**src/rtl/drum_pkg.sv**
```systemverilog
// Shared types and sample-format helpers for the drum voice path.
package drum_pkg;

  localparam int unsigned SAMPLE_W = 8;
  localparam logic [SAMPLE_W-1:0] SAMPLE_MID = 8'h80;

  typedef enum logic [1:0] {
    MIX_IDLE,
    MIX_ACCUM,
    MIX_SCALE,
    MIX_OUT
  } mixer_state_t;

  // Offset-binary sample to two's complement (v - 128).
  function automatic logic signed [SAMPLE_W-1:0] to_signed8(input logic [SAMPLE_W-1:0] v);
    return {~v[SAMPLE_W-1], v[SAMPLE_W-2:0]};
  endfunction

  // Two's complement back to offset-binary (s + 128).
  function automatic logic [SAMPLE_W-1:0] to_offset8(input logic signed [SAMPLE_W-1:0] s);
    return {~s[SAMPLE_W-1], s[SAMPLE_W-2:0]};
  endfunction

endpackage

```
**src/rtl/voice_mixer_if.sv**
```systemverilog
// Voice mixer control/data bundle; peak/peak_clr exist only with MIXER_PEAK_EN.
interface voice_mixer_if #(
  parameter int unsigned NUM_VOICES = 4
);
  logic                    sample_tick;
  logic [8*NUM_VOICES-1:0] voice_in;
  logic [NUM_VOICES-1:0]   voice_active;
  logic [2:0]              atten;
  logic                    clr_overrun;
  logic [7:0]              duty_out;
  logic                    out_valid;
  logic                    busy;
  logic                    overrun;
`ifdef MIXER_PEAK_EN
  logic [7:0]              peak;
  logic                    peak_clr;

  modport master (
    output sample_tick, voice_in, voice_active, atten, clr_overrun, peak_clr,
    input  duty_out, out_valid, busy, overrun, peak
  );
  modport slave (
    input  sample_tick, voice_in, voice_active, atten, clr_overrun, peak_clr,
    output duty_out, out_valid, busy, overrun, peak
  );
`else
  modport master (
    output sample_tick, voice_in, voice_active, atten, clr_overrun,
    input  duty_out, out_valid, busy, overrun
  );
  modport slave (
    input  sample_tick, voice_in, voice_active, atten, clr_overrun,
    output duty_out, out_valid, busy, overrun
  );
`endif
endinterface

```
**src/rtl/voice_mixer_saturate.sv**
```systemverilog
// Attenuates the mix accumulator by an arithmetic shift and clips to signed 8 bits.
module mixer_saturate
  import drum_pkg::*;
#(
  parameter int unsigned ACC_W = 11
) (
  input  logic signed [ACC_W-1:0]    acc,
  input  logic        [2:0]          shift,
  output logic signed [SAMPLE_W-1:0] sat_c
);

  localparam logic signed [ACC_W-1:0] POS_MAX = ACC_W'(127);
  localparam logic signed [ACC_W-1:0] NEG_MIN = ACC_W'(-128);

  logic signed [ACC_W-1:0] shifted;

  always_comb begin
    shifted = acc >>> shift;
    if (shifted > POS_MAX) begin
      sat_c = 8'sh7F;
    end else if (shifted < NEG_MIN) begin
      sat_c = 8'sh80;
    end else begin
      sat_c = SAMPLE_W'(shifted);
    end
  end

endmodule

```
**src/rtl/voice_mixer.sv**
```systemverilog
// Serial N-voice mixer feeding pwm duty; one adder, one voice per cycle.
// Optional peak meter is built when MIXER_PEAK_EN is defined.
module voice_mixer
  import drum_pkg::*;
#(
  parameter int unsigned NUM_VOICES = 4
) (
  input  logic          clk,
  input  logic          rst,
  voice_mixer_if.slave  bus
);

  localparam int unsigned ACC_W = SAMPLE_W + $clog2(NUM_VOICES) + 1;
  localparam int unsigned IDX_W = (NUM_VOICES > 1) ? $clog2(NUM_VOICES) : 1;

  mixer_state_t             state_q, state_d;
  logic signed [ACC_W-1:0]  acc_q, acc_d;
  logic [IDX_W-1:0]         idx_q, idx_d;
  logic [SAMPLE_W-1:0]      voice_snap_q [NUM_VOICES];
  logic [SAMPLE_W-1:0]      voice_snap_d [NUM_VOICES];
  logic [NUM_VOICES-1:0]    act_snap_q, act_snap_d;
  logic [2:0]               atten_snap_q, atten_snap_d;
  logic [SAMPLE_W-1:0]      duty_q, duty_d;
  logic                     valid_q, valid_d;
  logic                     busy_q, busy_d;
  logic                     overrun_q, overrun_d;
  logic signed [SAMPLE_W-1:0] sat_c;

  mixer_saturate #(.ACC_W(ACC_W)) u_sat (
    .acc   (acc_q),
    .shift (atten_snap_q),
    .sat_c (sat_c)
  );

  // Next-state and datapath updates
  always_comb begin
    state_d      = state_q;
    acc_d        = acc_q;
    idx_d        = idx_q;
    voice_snap_d = voice_snap_q;
    act_snap_d   = act_snap_q;
    atten_snap_d = atten_snap_q;
    duty_d       = duty_q;
    valid_d      = 1'b0;
    overrun_d    = overrun_q;

    // A dropped tick beats a simultaneous clear
    if (bus.sample_tick && (state_q != MIX_IDLE)) begin
      overrun_d = 1'b1;
    end else if (bus.clr_overrun) begin
      overrun_d = 1'b0;
    end

    case (state_q)
      MIX_IDLE: begin
        if (bus.sample_tick) begin
          for (int v = 0; v < int'(NUM_VOICES); v++) begin
            voice_snap_d[v] = bus.voice_in[8*v +: 8];
          end
          act_snap_d   = bus.voice_active;
          atten_snap_d = bus.atten;
          acc_d        = '0;
          idx_d        = '0;
          state_d      = MIX_ACCUM;
        end
      end
      MIX_ACCUM: begin
        if (act_snap_q[idx_q]) begin
          acc_d = acc_q + ACC_W'(to_signed8(voice_snap_q[idx_q]));
        end
        idx_d = IDX_W'(idx_q + 1'b1);
        if (idx_q == IDX_W'(NUM_VOICES - 1)) begin
          state_d = MIX_SCALE;
        end
      end
      MIX_SCALE: begin
        duty_d  = to_offset8(sat_c);
        valid_d = 1'b1;
        state_d = MIX_OUT;
      end
      MIX_OUT: begin
        state_d = MIX_IDLE;
      end
      default: begin
        state_d = MIX_IDLE;
      end
    endcase

    busy_d = (state_d != MIX_IDLE);
  end

  always_ff @(posedge clk or posedge rst) begin
    if (rst) begin
      state_q      <= MIX_IDLE;
      acc_q        <= '0;
      idx_q        <= '0;
      voice_snap_q <= '{default: '0};
      act_snap_q   <= '0;
      atten_snap_q <= '0;
      duty_q       <= SAMPLE_MID;
      valid_q      <= 1'b0;
      busy_q       <= 1'b0;
      overrun_q    <= 1'b0;
    end else begin
      state_q      <= state_d;
      acc_q        <= acc_d;
      idx_q        <= idx_d;
      voice_snap_q <= voice_snap_d;
      act_snap_q   <= act_snap_d;
      atten_snap_q <= atten_snap_d;
      duty_q       <= duty_d;
      valid_q      <= valid_d;
      busy_q       <= busy_d;
      overrun_q    <= overrun_d;
    end
  end

  assign bus.duty_out  = duty_q;
  assign bus.out_valid = valid_q;
  assign bus.busy      = busy_q;
  assign bus.overrun   = overrun_q;

`ifdef MIXER_PEAK_EN
  logic [SAMPLE_W-1:0] peak_q, peak_d;
  logic [SAMPLE_W-1:0] mag_c;

  // Peak magnitude meter; |-128| = 128 fits unsigned 8 bits
  always_comb begin
    mag_c  = sat_c[SAMPLE_W-1] ? SAMPLE_W'(-sat_c) : SAMPLE_W'(sat_c);
    peak_d = peak_q;
    if (state_q == MIX_SCALE) begin
      if (bus.peak_clr || (mag_c > peak_q)) begin
        peak_d = mag_c;
      end
    end else if (bus.peak_clr) begin
      peak_d = '0;
    end
  end

  always_ff @(posedge clk or posedge rst) begin
    if (rst) begin
      peak_q <= '0;
    end else begin
      peak_q <= peak_d;
    end
  end

  assign bus.peak = peak_q;
`endif

endmodule

```
**src/flat_wrapper.sv**
```systemverilog
// flat-port wrapper written by rule: the top's interface ports become plain ports
module voice_mixer_flat import drum_pkg::*;
#(
  parameter int unsigned NUM_VOICES = 4
)
  (clk, rst, bus_sample_tick, bus_voice_in, bus_voice_active, bus_atten, bus_clr_overrun, bus_duty_out, bus_out_valid, bus_busy, bus_overrun);
  voice_mixer_if #(.NUM_VOICES(NUM_VOICES)) bus_i ();
  input  logic clk;
  input  logic rst;
  input wire logic [$bits(bus_i.sample_tick)-1:0] bus_sample_tick;
  input wire logic [$bits(bus_i.voice_in)-1:0] bus_voice_in;
  input wire logic [$bits(bus_i.voice_active)-1:0] bus_voice_active;
  input wire logic [$bits(bus_i.atten)-1:0] bus_atten;
  input wire logic [$bits(bus_i.clr_overrun)-1:0] bus_clr_overrun;
  output wire logic [$bits(bus_i.duty_out)-1:0] bus_duty_out;
  output wire logic [$bits(bus_i.out_valid)-1:0] bus_out_valid;
  output wire logic [$bits(bus_i.busy)-1:0] bus_busy;
  output wire logic [$bits(bus_i.overrun)-1:0] bus_overrun;
  assign bus_i.sample_tick = bus_sample_tick;
  assign bus_i.voice_in = bus_voice_in;
  assign bus_i.voice_active = bus_voice_active;
  assign bus_i.atten = bus_atten;
  assign bus_i.clr_overrun = bus_clr_overrun;
  assign bus_duty_out = bus_i.duty_out;
  assign bus_out_valid = bus_i.out_valid;
  assign bus_busy = bus_i.busy;
  assign bus_overrun = bus_i.overrun;
  voice_mixer #(.NUM_VOICES(NUM_VOICES)) u_core (.clk(clk), .rst(rst), .bus(bus_i));
endmodule
```
**config.mk**
```make
export PLATFORM = sky130hd
export DESIGN_NAME = voice_mixer_flat
export DESIGN_NICKNAME = d
export VERILOG_FILES = /design/src/rtl/drum_pkg.sv /design/src/rtl/voice_mixer_if.sv /design/src/rtl/voice_mixer_saturate.sv /design/src/rtl/voice_mixer.sv /design/src/flat_wrapper.sv
export SDC_FILE = /design/constraint.sdc
export NUM_CORES = 1
export LEC_CHECK = 0
export BUFFER_PORTS_ARGS = -buffer_cell sky130_fd_sc_hd__clkbuf_2
export CAP_MARGIN = 20
export CORE_ASPECT_RATIO = 0.5
export CORE_UTILIZATION = 35
export CTS_CLUSTER_DIAMETER = 200
export DETAILED_ROUTE_END_ITERATION = 12
export PLACE_DENSITY = 0.67
export SLEW_MARGIN = 10
export SYNTH_ARGS = -nofsm -noshare
export SYNTH_HDL_FRONTEND = slang
export SYNTH_HIERARCHICAL = 1
export SYNTH_SLANG_ARGS = --single-unit
```
**constraint.sdc**
```tcl
create_clock -name clk -period 2.7 [get_ports clk]
set_input_delay 0.135 -clock clk [delete_from_list [all_inputs] [get_ports clk]]
set_output_delay 0.135 -clock clk [all_outputs]
set_load 0.01 [all_outputs]
```
==> Word level (Yosys, flattened, before mapping) <==
Cells that the tools add are included.
{ "word_totals": {"in_bits": 43, "register_bits": 65} }
{ "op_classes": {"muxes": 18, "n_bitwise": 3, "n_shift": 1, "n_addsub": 2, "n_eq_ne": 6, "n_lt_le_gt_ge": 4, "reduce_logical": 9} }
{ "op_table": {"columns": ["operator", "count"], "rows": [
  ["two-way mux 8 bit", 4],
  ["two-way mux 11 bit", 2],
  ["case mux 11 bit (2 select lines)", 1],
  ["binary-select mux 8 bit (select 2 bit)", 1],
  ["adder 11 x 8 -> 11 bit", 1],
  ["> comparator 11 x 8 -> 1 bit, second input constant", 1],
  ["< comparator 11 x 8 -> 1 bit, second input constant", 1],
  [">>> shifter 11 x 3 -> 11 bit", 1],
  ["case mux 2 bit (4 select lines)", 1],
  ["nonzero test 2 bit", 4],
  ["== test 2 bit, second input constant", 3],
  ["two-way mux 2 bit", 3],
  ["two-way mux 1 bit", 4],
  ["case mux 2 bit (2 select lines)", 1],
  ["AND reduction 2 bit", 2],
  [">= comparator 3 bit, second input constant", 1],
  ["< comparator 2 x 3 -> 1 bit, second input constant", 1],
  ["inverter 2 -> 3 bit", 1],
  ["AND reduction 3 bit", 1],
  ["adder 2 x 1 -> 2 bit, second input constant", 1],
  ["binary-select mux 1 bit (select 2 bit)", 1],
  ["== test 2 x 1 -> 1 bit, second input constant", 1],
  ["logical NOT 2 bit", 1],
  ["!= test 2 x 1 -> 1 bit, second input constant", 1],
  ["3 further kinds", 4]
]} }

==> Logic depth before layout (Yosys ltp) <==
Gate-level depths: netlist of run 1.
{ "logic_depth": {"depth_word": 8, "depth_mapped": 10, "depth_no_buf": 9} }

==> By module <==
The synthesis of run 1 kept the hierarchy.
{ "by_module_without_submodules": {"columns": ["module", "n_inst", "seq_area_each_um2", "area_each_um2", "cells_per_inst"], "rows": [
  ["voice_mixer", 1, 1627.8, 3078.0, 217],
  ["mixer_saturate", 1, 0.0, 523.0, 61]
]} }

==> Least setup slack after synthesis of run 1 <==
OpenSTA, ideal clock, no wires.
{ "synth_path": {"kind": "register to register", "start": "register u_core.idx_q[0]", "end": "register u_core.acc_q[10]", "t_arrival_ns": 2.637, "required_ns": 2.572, "synth_period_minus_slack_ns": 2.766, "n_path_buf": 1, "setup_slack_ns": -0.066, "path_stages_with_launch": 11, "path_cell_list": "dfrtp_1 -> buf_4 -> mux4_2 -> ha_1 -> fa_1 -> a21o_1 -> a221oi_2 -> o31ai_1 -> xnor2_1 -> a21oi_1 -> o22ai_1"} }
{ "synth_via": {"elab_chain_cells": 8, "elab_cells_between_ends": 12, "cone_classes": "add/sub (1); eq/ne (1); mux (7); bitwise (2); reduce/logical (1)"} }
{ "synth_lines": {"columns": ["element", "line_no", "rtl"], "rows": [
  ["start: declaration", "voice_mixer.sv:18", "logic [IDX_W-1:0] idx_q, idx_d;"],
  ["start signal: assignment", "voice_mixer.sv:107", "idx_q <= idx_d;"],
  ["inverter 2 -> 3 bit (not written as such)", "voice_mixer.sv:69", "acc_d = acc_q + ACC_W'(to_signed8(voice_snap_q[idx_q]));"],
  ["binary-select mux 8 bit (select 2 bit)", "voice_mixer.sv:69", null],
  ["two-way mux 8 bit (not written as such) (2 in series)", "voice_mixer.sv:69", null],
  ["inverter 1 bit", "drum_pkg.sv:16", "return {~v[SAMPLE_W-1], v[SAMPLE_W-2:0]};"],
  ["adder 11 x 8 -> 11 bit", "voice_mixer.sv:69", null],
  ["two-way mux 11 bit", "voice_mixer.sv:68", "if (act_snap_q[idx_q]) begin"],
  ["case mux 11 bit (2 select lines)", "voice_mixer.sv:54", "case (state_q)"],
  ["end signal: assignment", "voice_mixer.sv:95", "acc_q <= '0;"],
  ["end signal: assignment", "voice_mixer.sv:106", "acc_q <= acc_d;"],
  ["end: declaration", "voice_mixer.sv:17", "logic signed [ACC_W-1:0] acc_q, acc_d;"]
]} }
Parallel ways exist; a longest one is shown, timed or not. The select of a mux whose other input is x is not followed.
A chain may end at the register's enable or synchronous reset.

==> Worst setup path after layout of run 1 <==
{ "layout_path": {"start": "register u_core.idx_q[0]", "end": "register u_core.acc_q[8]"} }
Same word-level chain as after synthesis.

==> metrics.txt, run 1 <==
leading area contributor after synthesis=dfrtp_1; mux cell area share after synthesis=25.7%; detailed-route via count=2423; failing checks=negative setup slack; setup TNS=-0.00116 ns; CP delay by family, top=compound AO/OA/AOI/OAI gates; Core Area=9730 um^2; Cell Chain, Critical Path=mux4_2, ha_2, fa_2, a21o_1, a221oi_4, buf_4, o21ai_1, xor2_1, a22o_1; pwr/cell area=1470 nW/um^2; Max Slew Vio Count=0; worst hold path class=input pin to flip-flop; filler instances=885; Final setup viols=1; Mapped Area=3600 um^2; antenna-violating nets left=0; hold path startpoint=bus_atten[1]; critical path arrival=2.91 ns; Worst-Skew Late Latency=0.32 ns; Setup Skew=0.00553 ns; initial core utilization=37.0%; Reg clk slew, reported paths=0.05 ns; DP Area=4050 um^2; CTS H-tree depth=3; Die W=145 um; total clock sinks=65; Antenna Cells=0; Setup crit start=u_core/idx_q[0]; Lkg Pwr=1.98 nW; WP data required=2.90 ns; number of I/O pins=54; die area=10700 um^2; VDD IR-drop max=0.531 mV; share of the synthesized area in the top cell type=44.5%; area share of fa/ha/maj cells after synthesis=4.38%; Total Power=6.46 mW; initial antenna violation count=0; CP peak stage delay=0.51 ns; Finished Cell Area=4390 um^2; post-layout worst setup margin=-0.00116 ns; min Tclk post-route=2.70 ns; Post-Synth Simple-Gate Area=5.59%; chip height=73.7 um; CTS Buffer Depth=2; total CTS buffers=9; slowest CP cell=mux4_2; Synth Area in XOR/XNOR=2.19%; relative slew slack=44.7%; CP Class=flip-flop to flip-flop; status=finished with violations; largest net degree at the start of global routing=37; post-synth cell types=49; post-place setup slack=-0.0618 ns; largest family of logic cells by synthesized area=multiplexers; vias in the first global route=2389; Crit. End Element=flip-flop; Mean Syn Cell Area=13.0 um^2; port buffer count=53; gpl congestion=0.774; Setup crit start kind=flip-flop; top post-synthesis cells by area=dfrtp_1 44%, mux2_2 14%, mux4_2 5.6%; Synth Instances=278; crit path max fanout=3; Main synth FF type=dfrtp_1; DRT Pass-1 Iters=4; max cap viols=0; Buf+Inv Stages, Crit Path=1; Worst-Margin Slew=0.827 ns; total wire length=6.93 mm; WL per Instance=14.4 um; Layout Nets=397; share of cells above drive strength 1=44.7%; sequential-to-total area share from yosys stat=45.2%; Post-synth EDFFs=0; drt via density=5.03; initial drt markers=86; Synth Area in Compound Gates=12.8%; Post-Syn Nets=333; Crit Reg-Reg Startpoint=u_core/idx_q[0]; Remaining DRCs=0; Layout area overhead=22.0%; Overall Global Routing Usage=14.1%; CTS tree=built; asr flop ratio synth=100%; Tcrit/Tclk final=100%; detailed placement HPWL=5.04 mm; Final Hold Fails=0; RSZ-0062 raised after global routing=true; GRT overflow=0; YS warnings=6; FMAX=370 MHz; Yosys reg bits=65; row cnt=25; CTS root buffer=clkbuf_16; first-pass GRT wire length=11.8 mm
## stage by stage
step,std cells,hold WS (ns),util [%]
4_1_cts,480,0.0255,44.8
3_3_place_gp,460,0.247,41.6
2_1_floorplan,278,0.242,-
6_report,482,0.0390,45.2
3_5_place_dp,460,0.250,41.6
5_1_grt,482,0.0378,45.2
## state kept, by name, summed over array words and instances, names as in the netlist
name / cells
u_core/voice_snap_q: 32
u_core/acc_q: 11
u_core/bus.duty_out: 8
u_core/act_snap_q: 4
u_core/atten_snap_q: 3
u_core/idx_q: 2
u_core/state_q: 2
u_core/bus.busy: 1
u_core/bus.out_valid: 1
u_core/bus.overrun: 1
## what timing repair did
item                       in CTS  in global routing
gates resized for setup         1                  6
buffers inserted                2                  2
hold buffers                    2                  0
pin swaps                       1                  5
setup endpoints to repair       2                  4
hold endpoints to repair       30                  0
## area by class of cell
| type | count | area [um^2] | share of cell area, % |
|---|---|---|---|
| Tap cell | 135 | 169 | 3.85 |
| Inverter | 5 | 18.8 | 0.427 |
| Multi-Input combinational cell | 189 | 1860 | 42.4 |
| Clock buffer | 15 | 258 | 5.87 |
| Sequential cell | 65 | 1630 | 37.1 |
| Clock inverter | 1 | 5.00 | 0.114 |
| Timing Repair Buffer | 72 | 450 | 10.3 |
## metal layers
layer,track usage (%),routed length (um),vias to the layer above
li1,-,-,1176
met1,18.7,3370,1207
met2,22.5,3270,32
met3,3.54,194,8
met4,5.61,90,0
met5,0,0,-
## report_power, final
part           leakage, nW  total (mW)  switching, mW  internal (mW)
registers            0.781        1.93          0.459           1.47
logic                 1.07        3.52           1.60           1.92
clock network        0.128        1.02          0.373          0.645
total                 1.98        6.46           2.43           4.04
## synth_stat cells, types with 4 or more instances
library cell / count
buf_2: 5
xor2_1: 4
dfrtp_1: 64
clkbuf_1: 5
xnor2_1: 5
a21o_1: 5
mux2_2: 46
o31ai_1: 7
mux2i_1: 5
nor2_1: 7
a21boi_1: 7
inv_1: 5
ha_1: 11
o21ai_0: 5
nand2_1: 15
mux4_1: 5
buf_4: 6
mux4_2: 9
a21oi_1: 9
a22o_1: 8
## worst paths after layout
path / end / cells past startpoint / slack (ns)
worst max-delay path: u_core/acc_q[8] / 9 / -0.001
worst min-delay path: u_core/atten_snap_q[1] / 2 / 0.04
worst max register to register: u_core/acc_q[8] / 9 / -0.001
worst min register to register: u_core/bus.duty_out[7] / 2 / 0.47
max in group asynchronous: u_core/bus.duty_out[7] / 4 / 1.57
min in group asynchronous: u_core/voice_snap_q[25] / 3 / 0.45
## placed cells by master, fill, tap and decap left out, drive strengths merged, types with 2 or more instances in the layout
cell type / count
nand2: 15
ha: 11
inv: 5
clkbuf: 68
a21o: 5
nor3: 2
nor2b: 3
dlygate4sd3: 2
dfrtp: 64
and3: 2
a22o: 8
xnor2: 5
nor2: 8
xor2: 4
o21ai: 8
nand2b: 3
a21oi: 10
o21bai: 3
mux2: 48
o31ai: 10
buf: 17
o211ai: 2
o22ai: 2
a21boi: 7
a31oi: 2
mux4: 14
a221oi: 2
mux2i: 5
## worst reg2reg max path: stages, from the launching register on
cell and delay, ns:
dfrtp_2 0.40, mux4_2 0.51, ha_2 0.21, fa_2 0.36, a21o_1 0.22, a221oi_4 0.31, buf_4 0.17, o21ai_1 0.08
xor2_1 0.16, a22o_1 0.18
## kinds of logic after synthesis
family | Yosys count
AO/OA/AOI/OAI | 62
buffers and inverters | 24
multiplexers | 67
flip-flops | 65
AND/OR/NAND/NOR | 39
adder cells (fa/ha/maj) | 12
XOR/XNOR | 9
Note: power is estimated with default switching activity, not from simulation.
==> run 2: changes to the inputs <==
- GPL_TIMING_DRIVEN: unset -> 0
==> run 2 against run 1 <==
The flow still finishes with violations (negative setup slack). Register-to-register slack got worse by 0.04 ns. Critical path depth rose by 1. Utilization rose by 1.1 points. Sequential share of layout area fell by 0.94 points. Via count rose by 1.6%. Final cell count rose by 1.5%. Cell area rose by 2.5%. Clock skew fell by 0.0023 ns. Sequential power fell by 8%. Setup slack got worse by 0.039 ns. Largest cell class unchanged.
==> metrics.txt, run 2 (synthesized netlist as in run 1, its figures left out) <==
CTS root buffer=clkbuf_16; Setup crit start kind=flip-flop; min Tclk post-route=2.74 ns (+0.0385 ns); total clock sinks=65 (unchanged); Reg2Reg Setup Slack=-0.04 ns (-0.04 ns); reg2reg path depth=10 (+1); share of cells above drive strength 1=46.6% (+1.9 points); detailed-route via count=2461 (+1.6%); total CTS buffers=9 (unchanged); gpl congestion=0.775 (+0.14%); Reg2Reg Capture Point=u_core/acc_q[10]; most frequent cells in the layout=64 x dfrtp_1, 53 x clkbuf_2, 46 x mux2_2, 15 x nand2_1; post-place setup slack=-0.263 ns (-0.201 ns); Crit Reg-Reg Startpoint=u_core/idx_q[0]; largest net degree at the start of global routing=66 (+78%); first-pass GRT wire length=12.4 mm (+5.8%); max reg flops=32 (unchanged); vias in the first global route=2483 (+3.9%); GRT met3 Usage=2.98% (-0.56 points); die area=10700 um^2 (unchanged); max cap viols=0 (unchanged); Max Slew Vio Count=0 (unchanged); initial antenna violation count=0 (unchanged); port buffer count=53 (unchanged); Die W=145 um (unchanged); FMAX=365 MHz (-1.4%); met1 Usage GRT=20.5% (+1.8 points); Hold Path Depth=2 (unchanged); initial core utilization=37.0% (unchanged); DRT Pass-1 Iters=4 (unchanged); Core Area=9730 um^2 (unchanged); Min-Delay Endpoint=u_core/atten_snap_q[1]; CTS H-tree depth=3 (unchanged); status=finished with violations; WHS=0.0250 ns (-0.0140 ns); relative slew slack=45.7% (+0.96 points); pwr/cell area=1500 nW/um^2 (+1.9%); CTS tree=built; initial drt markers=145 (+69%); Tcrit/Tclk final=101% (+1.4 points); detailed placement HPWL=5.12 mm (+1.6%); Reg with most FFs=u_core/voice_snap_q; RSZ-0062 raised after global routing=true; hold path startpoint=bus_atten[1]; Overall Global Routing Usage=15.1% (+0.97 points); most common cell after layout, fill and taps aside=dfrtp_1; WP data required=2.95 ns (+0.05 ns); Final Hold Fails=0 (unchanged); row cnt=25 (unchanged); Crit. End Element=flip-flop; number of I/O pins=54 (unchanged); Antenna Cells=0 (unchanged); met2 Use GR=23.6% (+1.0 points); GRT busiest layer=met2; post-layout worst setup margin=-0.0397 ns (-0.0385 ns); total wire length=7.51 mm (+8.3%); crit path max fanout=3 (unchanged); worst hold path class=input pin to flip-flop; Total Power=6.75 mW (+4.4%); drt via density=5.03 (+0.11%); CTS Buffer Depth=2 (unchanged); Final setup viols=3 (+2); Worst-Skew Late Latency=0.33 ns (about the same); WL per Instance=15.4 um (+6.8%); Reg clk slew, reported paths=0.05 ns (about the same); chip height=73.7 um (unchanged); antenna-violating nets left=0 (unchanged); Worst-Margin Slew=0.815 ns (-0.0127 ns); Remaining DRCs=0 (unchanged); Lkg Pwr=2.02 nW (+1.9%); CP Class=flip-flop to flip-flop; post-layout util=46.3% (+1.1 points); GRT overflow=0 (unchanged); setup TNS=-0.0983 ns (-0.0971 ns); Setup Skew=0.00325 ns (-0.00228 ns); Layout area overhead=25.1%; VDD IR-drop max=0.461 mV (-13%); failing checks=negative setup slack; critical path arrival=2.99 ns (+0.08 ns); Layout Nets=405 (+2.0%)
run 2: cell count changes in the layout (fill, tap and decap cells not counted), sizes merged:
| cell | before | now |
|---|---|---|
| buf | 17 | 20 |
| bufinv | 0 | 1 |
| clkbuf | 68 | 70 |
| clkinv | 1 | 2 |
run 2: area by class of cell:
cell class	count	area, um^2
clock buffer	12	256
clock inverter	3	40.0
inverter	5	21.3
timing repair buffer	61	355
buffer	19	139
tap	135	169
sequential	65	1630
fill	863	5220
multi-input combinational	189	1900
run 2: worst max path at each step:
stage	startpoint	slack, ns	to
detailed placement	u_core/idx_q[0]	-0.26	u_core/acc_q[10]
finish	u_core/idx_q[0]	-0.04	u_core/acc_q[10]
floorplan	u_core/idx_q[0]	0.008	u_core/acc_q[10]
global route	u_core/idx_q[0]	-0.14	u_core/acc_q[10]
CTS	u_core/idx_q[0]	-0.001	u_core/acc_q[10]
global placement	u_core/idx_q[0]	-0.25	u_core/acc_q[10]
run 2: critical path: stages (launching register included):
cell and delay (ns):
dfrtp_1 0.38, buf_8 0.13, mux4_2 0.49, ha_2 0.20, fa_2 0.36, a21o_4 0.23
a221oi_4 0.33, o31ai_2 0.10, xnor2_1 0.21, a21oi_1 0.09, o22ai_1 0.12
run 2: report_power, final:
part           switching (mW)  internal, mW  leakage [nW]
Combinational            1.82          2.00          1.08
Clock                   0.402         0.756         0.148
Sequential              0.309          1.47         0.782
Total                    2.53          4.22          2.02
run 2: metrics by stage:
stage	area [um^2]	std cells
final	4500	489
after global routing	4500	489
after CTS	4440	487
after detailed placement	4040	466
after global placement	4040	466
after floorplan	3610	278
run 2: layer usage:
metal,part of all wire (%),vias up
met4,1.7,0
li1,-,1191
met5,0,-
met2,47,30
met1,49,1227
met3,2.4,13
run 2: timing repair:
action | 4_1_cts | 5_1_grt
buffers inserted | 4 | 2
hold buffers | 2 | 0
resized for setup | 4 | 10
setup endpoints to repair | 5 | 5
endpoints found under the hold margin | 35 | 0
pin swaps | 3 | 4
